### src/rtl/lfsr_packed_stream_if.sv
// Purpose : control/data bundle between a bit-stream consumer and lfsr_packed_stream.
// Latency : n/a (wires only).
// Backpressure: n/a; the stall indication travels back on 'stalled'.
// Signals: enable/seed_load/seed_value/pop driven by the master;
//          data_out/data_out_valid/full/empty/count/stalled/underflow driven by the slave.
interface lfsr_packed_stream_if #(
    parameter int LFSR_WIDTH = 8,
    parameter int WORD_WIDTH = 8,
    parameter int FIFO_DEPTH = 8
);
    logic                          enable;
    logic                          seed_load;
    logic [LFSR_WIDTH-1:0]         seed_value;
    logic                          pop;
    logic [WORD_WIDTH-1:0]         data_out;
    logic                          data_out_valid;
    logic                          full;
    logic                          empty;
    logic [$clog2(FIFO_DEPTH):0]   count;
    logic                          stalled;
    logic                          underflow;

    modport master (
        output enable, seed_load, seed_value, pop,
        input  data_out, data_out_valid, full, empty, count, stalled, underflow
    );

    modport slave (
        input  enable, seed_load, seed_value, pop,
        output data_out, data_out_valid, full, empty, count, stalled, underflow
    );
endinterface

### src/rtl/lfsr_packed_stream.sv
// Purpose : Galois LFSR whose output bits are packed LSB-first into words and queued in a FIFO.
// Latency : word poppable the cycle after its last bit; pop -> data_out one cycle later.
// Backpressure: a full FIFO freezes the LFSR on a word's last bit unless a pop frees a slot that cycle.
// Ports   : clk, reset (sync, active-high); bus (slave modport): enable, seed_load, seed_value,
//           pop in; data_out, data_out_valid, full, empty, count, stalled, underflow out.
module lfsr_packed_stream #(
    parameter int                    LFSR_WIDTH = 8,
    parameter logic [LFSR_WIDTH-1:0] LFSR_POLY  = 8'hB8,
    parameter logic [LFSR_WIDTH-1:0] LFSR_SEED  = LFSR_WIDTH'(1),
    parameter int                    WORD_WIDTH = 8,
    parameter int                    FIFO_DEPTH = 8
) (
    input  logic               clk,
    input  logic               reset,
    lfsr_packed_stream_if.slave bus
);
    localparam int BW = $clog2(WORD_WIDTH);
    localparam int PW = $clog2(FIFO_DEPTH);
    localparam int CW = PW + 1;
    localparam logic [BW-1:0] LAST_BIT = BW'(WORD_WIDTH - 1);
    localparam logic [CW-1:0] DEPTH_C  = CW'(FIFO_DEPTH);

    logic [LFSR_WIDTH-1:0] state_q, state_d;
    logic [BW-1:0]         bit_cnt_q, bit_cnt_d;
    logic [WORD_WIDTH-1:0] partial_q, partial_d;
    logic [PW-1:0]         wr_ptr_q, rd_ptr_q;
    logic [CW-1:0]         count_q, count_d;
    logic                  full_q, empty_q;
    logic [WORD_WIDTH-1:0] data_out_q;
    logic                  data_out_valid_q;
    logic                  underflow_q;
    logic [WORD_WIDTH-1:0] mem [FIFO_DEPTH];

    logic                  out_bit;
    logic [LFSR_WIDTH-1:0] state_adv;
    logic                  last_bit;
    logic                  push_ok;
    logic                  stalled;
    logic                  advance;
    logic                  do_push;
    logic                  do_pop;
    // partial word with the current out_bit merged in; on the last bit this is the finished word
    logic [WORD_WIDTH-1:0] partial_fill;

    always_comb begin
        out_bit      = state_q[0];
        state_adv    = (state_q >> 1) ^ (out_bit ? LFSR_POLY : '0);
        last_bit     = (bit_cnt_q == LAST_BIT);
        // a pop in the same cycle frees the slot the new word needs, even when full
        push_ok      = !full_q || bus.pop;
        stalled      = bus.enable && !bus.seed_load && last_bit && !push_ok;
        advance      = bus.enable && !bus.seed_load && !stalled;
        do_push      = advance && last_bit;
        do_pop       = bus.pop && !empty_q;

        partial_fill = partial_q;
        partial_fill[bit_cnt_q] = out_bit;

        state_d   = state_q;
        bit_cnt_d = bit_cnt_q;
        partial_d = partial_q;
        if (bus.seed_load) begin
            // an all-zero LFSR would lock up, so a zero seed falls back to LFSR_SEED
            state_d   = (bus.seed_value == '0) ? LFSR_SEED : bus.seed_value;
            bit_cnt_d = '0;
            partial_d = '0;
        end else if (advance) begin
            state_d = state_adv;
            if (last_bit) begin
                bit_cnt_d = '0;
                partial_d = '0;
            end else begin
                bit_cnt_d = bit_cnt_q + BW'(1);
                partial_d = partial_fill;
            end
        end

        count_d = count_q + (do_push ? CW'(1) : CW'(0)) - (do_pop ? CW'(1) : CW'(0));
    end

    always_ff @(posedge clk) begin
        if (reset) begin
            state_q          <= LFSR_SEED;
            bit_cnt_q        <= '0;
            partial_q        <= '0;
            wr_ptr_q         <= '0;
            rd_ptr_q         <= '0;
            count_q          <= '0;
            full_q           <= 1'b0;
            empty_q          <= 1'b1;
            data_out_q       <= '0;
            data_out_valid_q <= 1'b0;
            underflow_q      <= 1'b0;
        end else begin
            state_q          <= state_d;
            bit_cnt_q        <= bit_cnt_d;
            partial_q        <= partial_d;
            count_q          <= count_d;
            full_q           <= (count_d == DEPTH_C);
            empty_q          <= (count_d == '0);
            data_out_valid_q <= do_pop;
            if (do_push) begin
                wr_ptr_q <= wr_ptr_q + PW'(1);
            end
            if (do_pop) begin
                rd_ptr_q   <= rd_ptr_q + PW'(1);
                data_out_q <= mem[rd_ptr_q];
            end
            if (bus.pop && empty_q) begin
                underflow_q <= 1'b1;
            end
        end
    end

    // Storage needs no reset: pointers and count define which entries are live.
    // At full with a simultaneous pop, wr_ptr == rd_ptr and the read takes the old word.
    always_ff @(posedge clk) begin
        if (!reset && do_push) begin
            mem[wr_ptr_q] <= partial_fill;
        end
    end

    assign bus.data_out       = data_out_q;
    assign bus.data_out_valid = data_out_valid_q;
    assign bus.full           = full_q;
    assign bus.empty          = empty_q;
    assign bus.count          = count_q;
    assign bus.stalled        = stalled;
    assign bus.underflow      = underflow_q;
endmodule

### src/flat_wrapper.sv
// flat-port wrapper written by rule: the top's interface ports become plain ports
module lfsr_packed_stream_flat 
#(
    parameter int                    LFSR_WIDTH = 8,
    parameter logic [LFSR_WIDTH-1:0] LFSR_POLY  = 8'hB8,
    parameter logic [LFSR_WIDTH-1:0] LFSR_SEED  = LFSR_WIDTH'(1),
    parameter int                    WORD_WIDTH = 8,
    parameter int                    FIFO_DEPTH = 8
)
  (clk, reset, bus_enable, bus_seed_load, bus_seed_value, bus_pop, bus_data_out, bus_data_out_valid, bus_full, bus_empty, bus_count, bus_stalled, bus_underflow);
  lfsr_packed_stream_if #(.LFSR_WIDTH(LFSR_WIDTH), .WORD_WIDTH(WORD_WIDTH), .FIFO_DEPTH(FIFO_DEPTH)) bus_i ();
  input  logic clk;
  input  logic reset;
  input wire logic [$bits(bus_i.enable)-1:0] bus_enable;
  input wire logic [$bits(bus_i.seed_load)-1:0] bus_seed_load;
  input wire logic [$bits(bus_i.seed_value)-1:0] bus_seed_value;
  input wire logic [$bits(bus_i.pop)-1:0] bus_pop;
  output wire logic [$bits(bus_i.data_out)-1:0] bus_data_out;
  output wire logic [$bits(bus_i.data_out_valid)-1:0] bus_data_out_valid;
  output wire logic [$bits(bus_i.full)-1:0] bus_full;
  output wire logic [$bits(bus_i.empty)-1:0] bus_empty;
  output wire logic [$bits(bus_i.count)-1:0] bus_count;
  output wire logic [$bits(bus_i.stalled)-1:0] bus_stalled;
  output wire logic [$bits(bus_i.underflow)-1:0] bus_underflow;
  assign bus_i.enable = bus_enable;
  assign bus_i.seed_load = bus_seed_load;
  assign bus_i.seed_value = bus_seed_value;
  assign bus_i.pop = bus_pop;
  assign bus_data_out = bus_i.data_out;
  assign bus_data_out_valid = bus_i.data_out_valid;
  assign bus_full = bus_i.full;
  assign bus_empty = bus_i.empty;
  assign bus_count = bus_i.count;
  assign bus_stalled = bus_i.stalled;
  assign bus_underflow = bus_i.underflow;
  lfsr_packed_stream #(.LFSR_WIDTH(LFSR_WIDTH), .LFSR_POLY(LFSR_POLY), .LFSR_SEED(LFSR_SEED), .WORD_WIDTH(WORD_WIDTH), .FIFO_DEPTH(FIFO_DEPTH)) u_core (.clk(clk), .reset(reset), .bus(bus_i));
endmodule
### config.mk
export PLATFORM = sky130hd
export DESIGN_NAME = lfsr_packed_stream_flat
export DESIGN_NICKNAME = d
export VERILOG_FILES = /design/src/rtl/lfsr_packed_stream_if.sv /design/src/rtl/lfsr_packed_stream.sv /design/src/flat_wrapper.sv
export SDC_FILE = /design/constraint.sdc
export NUM_CORES = 1
export LEC_CHECK = 0
export ABC_AREA = 1
export BUFFER_PORTS_ARGS = -buffer_cell sky130_fd_sc_hd__buf_2
export CORE_MARGIN = 2
export CORE_UTILIZATION = 50
export DETAILED_ROUTE_END_ITERATION = 8
export PLACE_DENSITY = 0.69
export SLEW_MARGIN = 20
export SYNTH_ARGS = -nofsm -noshare
export SYNTH_HDL_FRONTEND = slang
export SYNTH_SLANG_ARGS = --single-unit
### constraint.sdc
create_clock -name clk -period 6.2 [get_ports clk]
set_clock_uncertainty 0.05 [all_clocks]
set_input_delay 0 -clock clk [delete_from_list [all_inputs] [get_ports clk]]
set_output_delay 0 -clock clk [all_outputs]
set_load 0.02 [all_outputs]
Word-level counts from Yosys, hierarchy flattened
Memories as Yosys holds them, arrays and structs flattened. A register that Yosys moved wholly into a read port is not among the register bits.
Cells that the tools add are included.
- memories: 1
- word-level logic and storage cells: 54
- bits in writable memories: 64
- bits in registers: 33
- input port bits: 13
- output and inout bits: 17
- memory list (memory ; depth ; bits a word ; read ports ; clocked after memory_dff ; write ports ; line ; RTL):
    u_core.mem ; 8 ; 8 ; 1 ; 1 ; 1 ; lfsr_packed_stream.sv:32 ; logic [WORD_WIDTH-1:0] mem [FIFO_DEPTH];
- magnitude comparators: 2
- reduce and logical (&&, ||, !) cells: 20
- bitwise gates (word level): 1
- equal/unequal tests: 2
- multiplexer cells: 13
- add/sub/neg operators: 5
- operators by type and width (cell ; number):
    2-to-1 mux 8 bit ; 5
    adder 3 x 1 -> 3 bit, second input constant ; 3
    logical AND 1 bit ; 9
    bitwise mux 8 bit ; 1
    zero test 8 bit ; 1
    bitwise XOR 7 x 8 -> 8 bit ; 1
    zero test 1 bit ; 6
    2-to-1 mux 1 bit ; 5
    adder 4 bit ; 1
    equality test 4 bit, second input constant ; 1
    zero test 4 bit ; 1
    < comparator 3 x 4 -> 1 bit, second input constant ; 1
    subtractor 4 bit ; 1
    demux 1 bit (select 3 bit) ; 1
    equality test 3 bit, second input constant ; 1
    greater-or-equal comparator 3 x 1 -> 1 bit, second input constant ; 1
    2-to-1 mux 3 bit ; 1
    nonzero test 2 bit ; 1
    OR reduction 2 bit ; 1
    logical OR 1 bit ; 1

Logic depth before layout (Yosys ltp)
- word-level depth: 11
- gate-level depth with buffers: 14
- depth with buffers taken out: 14

Worst setup path after synthesis
OpenSTA, ideal clock, no wires.
- kind: flip-flop to flip-flop
- start point: reg u_core.bit_cnt_q[0]
- end point: mem u_core.mem[0][0], enable pin
- setup time: 0.383 ns
- setup slack: 3.871 ns
- path buffers: 0
- arrival time: 1.896 ns
- required time: 5.767 ns
- cell stages (with the launch flop): 10
- path through: dfxtp_1 > ha_1 > ha_1 > nand3_2 > nand2_4 > inv_4 > nand2_4 > inv_4 > nand2_1 > nor3_1
- word-level cells in the longest chain between the ends: 9
- RTL lines (element ; line ; RTL):
    start, declared ; lfsr_packed_stream.sv:24 ; logic [BW-1:0] bit_cnt_q, bit_cnt_d;
    start signal, assigned ; lfsr_packed_stream.sv:96 ; bit_cnt_q <= bit_cnt_d;
    equality test 3 bit * ; lfsr_packed_stream.sv:48 ; last_bit = (bit_cnt_q == LAST_BIT);
    logical AND 1 bit (2 in a row) ; lfsr_packed_stream.sv:51 ; stalled = bus.enable && !bus.seed_load && last_bit && !push_ok;
    zero test 1 bit ; lfsr_packed_stream.sv:52 ; advance = bus.enable && !bus.seed_load && !stalled;
    logical AND 1 bit ; lfsr_packed_stream.sv:52 ;
    logical AND 1 bit * ; lfsr_packed_stream.sv:53 ; do_push = advance && last_bit;
    logical AND 1 bit * ; lfsr_packed_stream.sv:118 ; if (!reset && do_push) begin
    2-to-1 mux 1 bit * ; lfsr_packed_stream.sv:118 ;
    2-to-1 mux 1 bit (not written as such) * ; lfsr_packed_stream.sv:119 ; mem[wr_ptr_q] <= partial_fill;
    end, declared ; lfsr_packed_stream.sv:32 ;
Every way passes the cells marked *; elsewhere a longest branch is shown, timed or not.

Worst setup path in the final report
- start point: reg u_core.bit_cnt_q[0]
- end point: mem u_core.mem[3][4], enable pin
Same word-level chain as after synthesis.

==> flow_metrics.env <==
export IMPL_cp_startpoint="u_core.bit_cnt_q[0]"
export IMPL_multiInputGateArea_um2=1480
export IMPL_min_path_type="input pin to flip-flop"
export IMPL_syn_inst=522
export IMPL_vias=3473
export IMPL_fmax_ghz=0.3768
export IMPL_crit_family="simple AND/OR/NAND/NOR gates"
export IMPL_cts_reportedPaths_clkPinSlew_ps=100
export IMPL_slew_headroom_pct=24.70
export IMPL_grt_pass1_vias=3310
export IMPL_worst_slack_ps=3546
export IMPL_drv_cap=0
export IMPL_ios=30
export IMPL_die_w_um=100.4
export IMPL_cts_tree="yes"
export IMPL_regArea_um2=2743
export IMPL_fill_cells=794
export IMPL_yosysMostFrequentCell="nand2_1"
export IMPL_status="completed"
export IMPL_synth_edf_count=64
export IMPL_report_final_slew_viol_count=0
export IMPL_rsz0062_at_grt="no"
export IMPL_ant_nets=0
export IMPL_place_ws_ps=3364
export IMPL_portBuffers=29
export IMPL_cp_max_fo=15
export IMPL_synth_avg_cell_area_um2=8.909
export IMPL_drc=0
export IMPL_cts_root_buffer="clkbuf_8"
export IMPL_power_total_mw=1.598
export IMPL_cts_resized_gates=0
export IMPL_async_flop_share_pct=0
export IMPL_cts_setup_buffers=0
export IMPL_yosys_top_cells_count="135 x nand2_1, 85 x inv_1, 64 x edfxtp_1"
export IMPL_final_util_pct=57.43
export IMPL_worst_pin_slew_ps=1122
export IMPL_yosys_warnings=0
export IMPL_criticalPathCategory="flip-flop to flip-flop"
export IMPL_p_comb_share_pct=21.9
export IMPL_critical_path_max_stage_delay_ps=630
export IMPL_p_seq_share_pct=50.4
export IMPL_grt_max_degree=35
export IMPL_placed_area_um2=4900
export IMPL_ys_seq_area_share_pct=58.97
export IMPL_clock_latency_ps=370
export IMPL_drt_iter0_drc=202
export IMPL_synthesis_nets=544
export IMPL_yosysTopAreaCellShare_pct=41.32
export IMPL_overflow=0
export IMPL_viasPerCell=5.107
export IMPL_synth_area_leader_cell="edfxtp_1"
export IMPL_die_area_um2=10090
export IMPL_rows=35
export IMPL_cts_sinks=105
export IMPL_swShare_pct=30.77
export IMPL_fp_coreArea_um2=9153
export IMPL_vdd_drop_max_mv=0.1751
export IMPL_arrival_ps=2600
export IMPL_fin_nets=586
export IMPL_die_h_um=100.4
export IMPL_first_pass_iters=5
export IMPL_powerDensity_nw_per_um2=304.0
export IMPL_ys_seq_elements=105
export IMPL_grt_usage_pct=21.06
export IMPL_endpoint_kind="flip-flop"
export IMPL_timing_rr_start="u_core.bit_cnt_q[0]"
export IMPL_layout_cells_non_filler=680
export IMPL_cpMaxStageDelayCell="nor2_1"
export IMPL_initial_core_util_pct=50.81
export IMPL_synth_distinct_cells=26
export IMPL_finalCritPeriodShare_pct=42.80
export IMPL_cts_max_path_buffers=2
export IMPL_synth_area_top_cells="edfxtp_1 41%, dfxtp_1 18%, nand2_1 11%, inv_1 6.9%, nand3_1 6.7%"
export IMPL_synth_area_um2=4651
export IMPL_grt_pass1_wl_um=16190
export IMPL_switching_power_uw=491.7
export IMPL_cts_buffers=9
export IMPL_hp_start="bus_seed_load"
export IMPL_wirelength_um=10020
export IMPL_gp_congestion=0.8920
export IMPL_dp_hpwl_um=6873
export IMPL_setup_violations=0
export IMPL_final_area_um2=5256
export IMPL_fin_tns_setup_ps=0
export IMPL_drive_gt1_share_pct=11.25
export IMPL_p_int_mw=1.106
export IMPL_clkPwrFrac_pct=27.7
export IMPL_leakage_nw=2.266
export IMPL_place_inst=651
export IMPL_hold_viol_final=0
export IMPL_start_kind="flip-flop"
export IMPL_area_growth_pct=13.02
export IMPL_wl_per_cell_um=14.74
export IMPL_cts_htree_levels=3
export IMPL_min_period_ps=2654
export IMPL_holdWs_ps=65.13
export IMPL_synth_flop_cell="edfxtp_1"
export IMPL_path_cells="ha_1 -> ha_1 -> nand3_2 -> nand2_4 -> inv_4 -> nand2_4 -> inv_4 -> nand3_1 -> nor2_1"
export IMPL_antenna_found_initial=0
export IMPL_critPathBufInv=2
export IMPL_cp_data_required_time_ps=6150
export IMPL_diodes=0
## final timing paths
kind	to	slack, ps	cells after the start
worst max register to register	u_core.mem[3][4]	3550	9
worst min register to register	u_core.partial_q[2]	420	2
worst max-delay path	u_core.mem[3][4]	3550	9
worst min-delay path	u_core.state_q[1]	70	5
## logic make-up (layout without fill, tap and decap cells)
logic type / after synthesis / in the layout / synth area share (%)
and+or+nand+nor: 230 / 230 / 20.96
buffers and inverters: 111 / 158 / 9.524
DFF: 105 / 105 / 58.97
AOI/OAI and AO/OA: 61 / 61 / 6.834
adders and majority gates: 9 / 9 / 2.583
xor gates and xnor gates: 6 / 6 / 1.130
## registers in the layout, summed over array words and instances, names as in the netlist
register,count
u_core.bus.count,4
u_core.bus.empty,1
u_core.bus.full,1
u_core.bus.data_out,8
u_core.partial_q,8
u_core.state_q,8
u_core.wr_ptr_q,3
u_core.rd_ptr_q,3
u_core.bus.underflow,1
u_core.bus.data_out_valid,1
u_core.bit_cnt_q,3
u_core.mem,64
## layer usage
metal,vias to the layer above,track usage [%],routed length (µm)
met1,1592,28.75,4574
met2,98,32.27,4575
met5,-,0,0
li1,1755,-,-
met3,28,4.457,496
met4,0,9.905,376
## cell type report
type,instances,share of cell area [%]
Clock inverter,5,1.119
Clock buffer,11,2.904
Sequential cell,105,52.18
Inverter,93,6.760
Timing Repair Buffer,49,6.237
Multi-Input combinational cell,306,28.16
Tap cell,111,2.642
## cell usage in the layout (no fill, tap or decap), types with 4 or more instances in the layout
cell	instances
a21boi_0	5
a21oi_1	34
buf_2	29
buf_4	7
clkbuf_8	9
dfxtp_1	41
dlygate4sd3_1	13
edfxtp_1	64
ha_1	8
inv_1	85
inv_4	4
nand2_1	135
nand3_1	62
nor2_1	22
o21ai_0	19
xor2_1	5
## worst reg2reg max path, stage by stage (launching register included)
cell     delay [ps]
dfxtp_1         390
ha_1            230
ha_1            260
nand3_2         150
nand2_4         140
inv_4           130
nand2_4          70
inv_4            90
nand3_1         130
nor2_1          630
## what timing repair did
item	CTS	global route
endpoints found under the hold margin	15	0
hold buffers	13	0
endpoints found under the setup margin	0	0
## power groups by stage
stage	Combinational (mW)	Sequential, mW	Clock, mW
5_1_grt	0.400	0.810	0.473
3_3_place_gp	0.335	0.820	0
3_5_place_dp	0.340	0.822	0
4_1_cts	0.350	0.806	0.450
6_report	0.349	0.805	0.443
2_1_floorplan	0.216	0.847	0
Power figures use the tool's default switching activity.
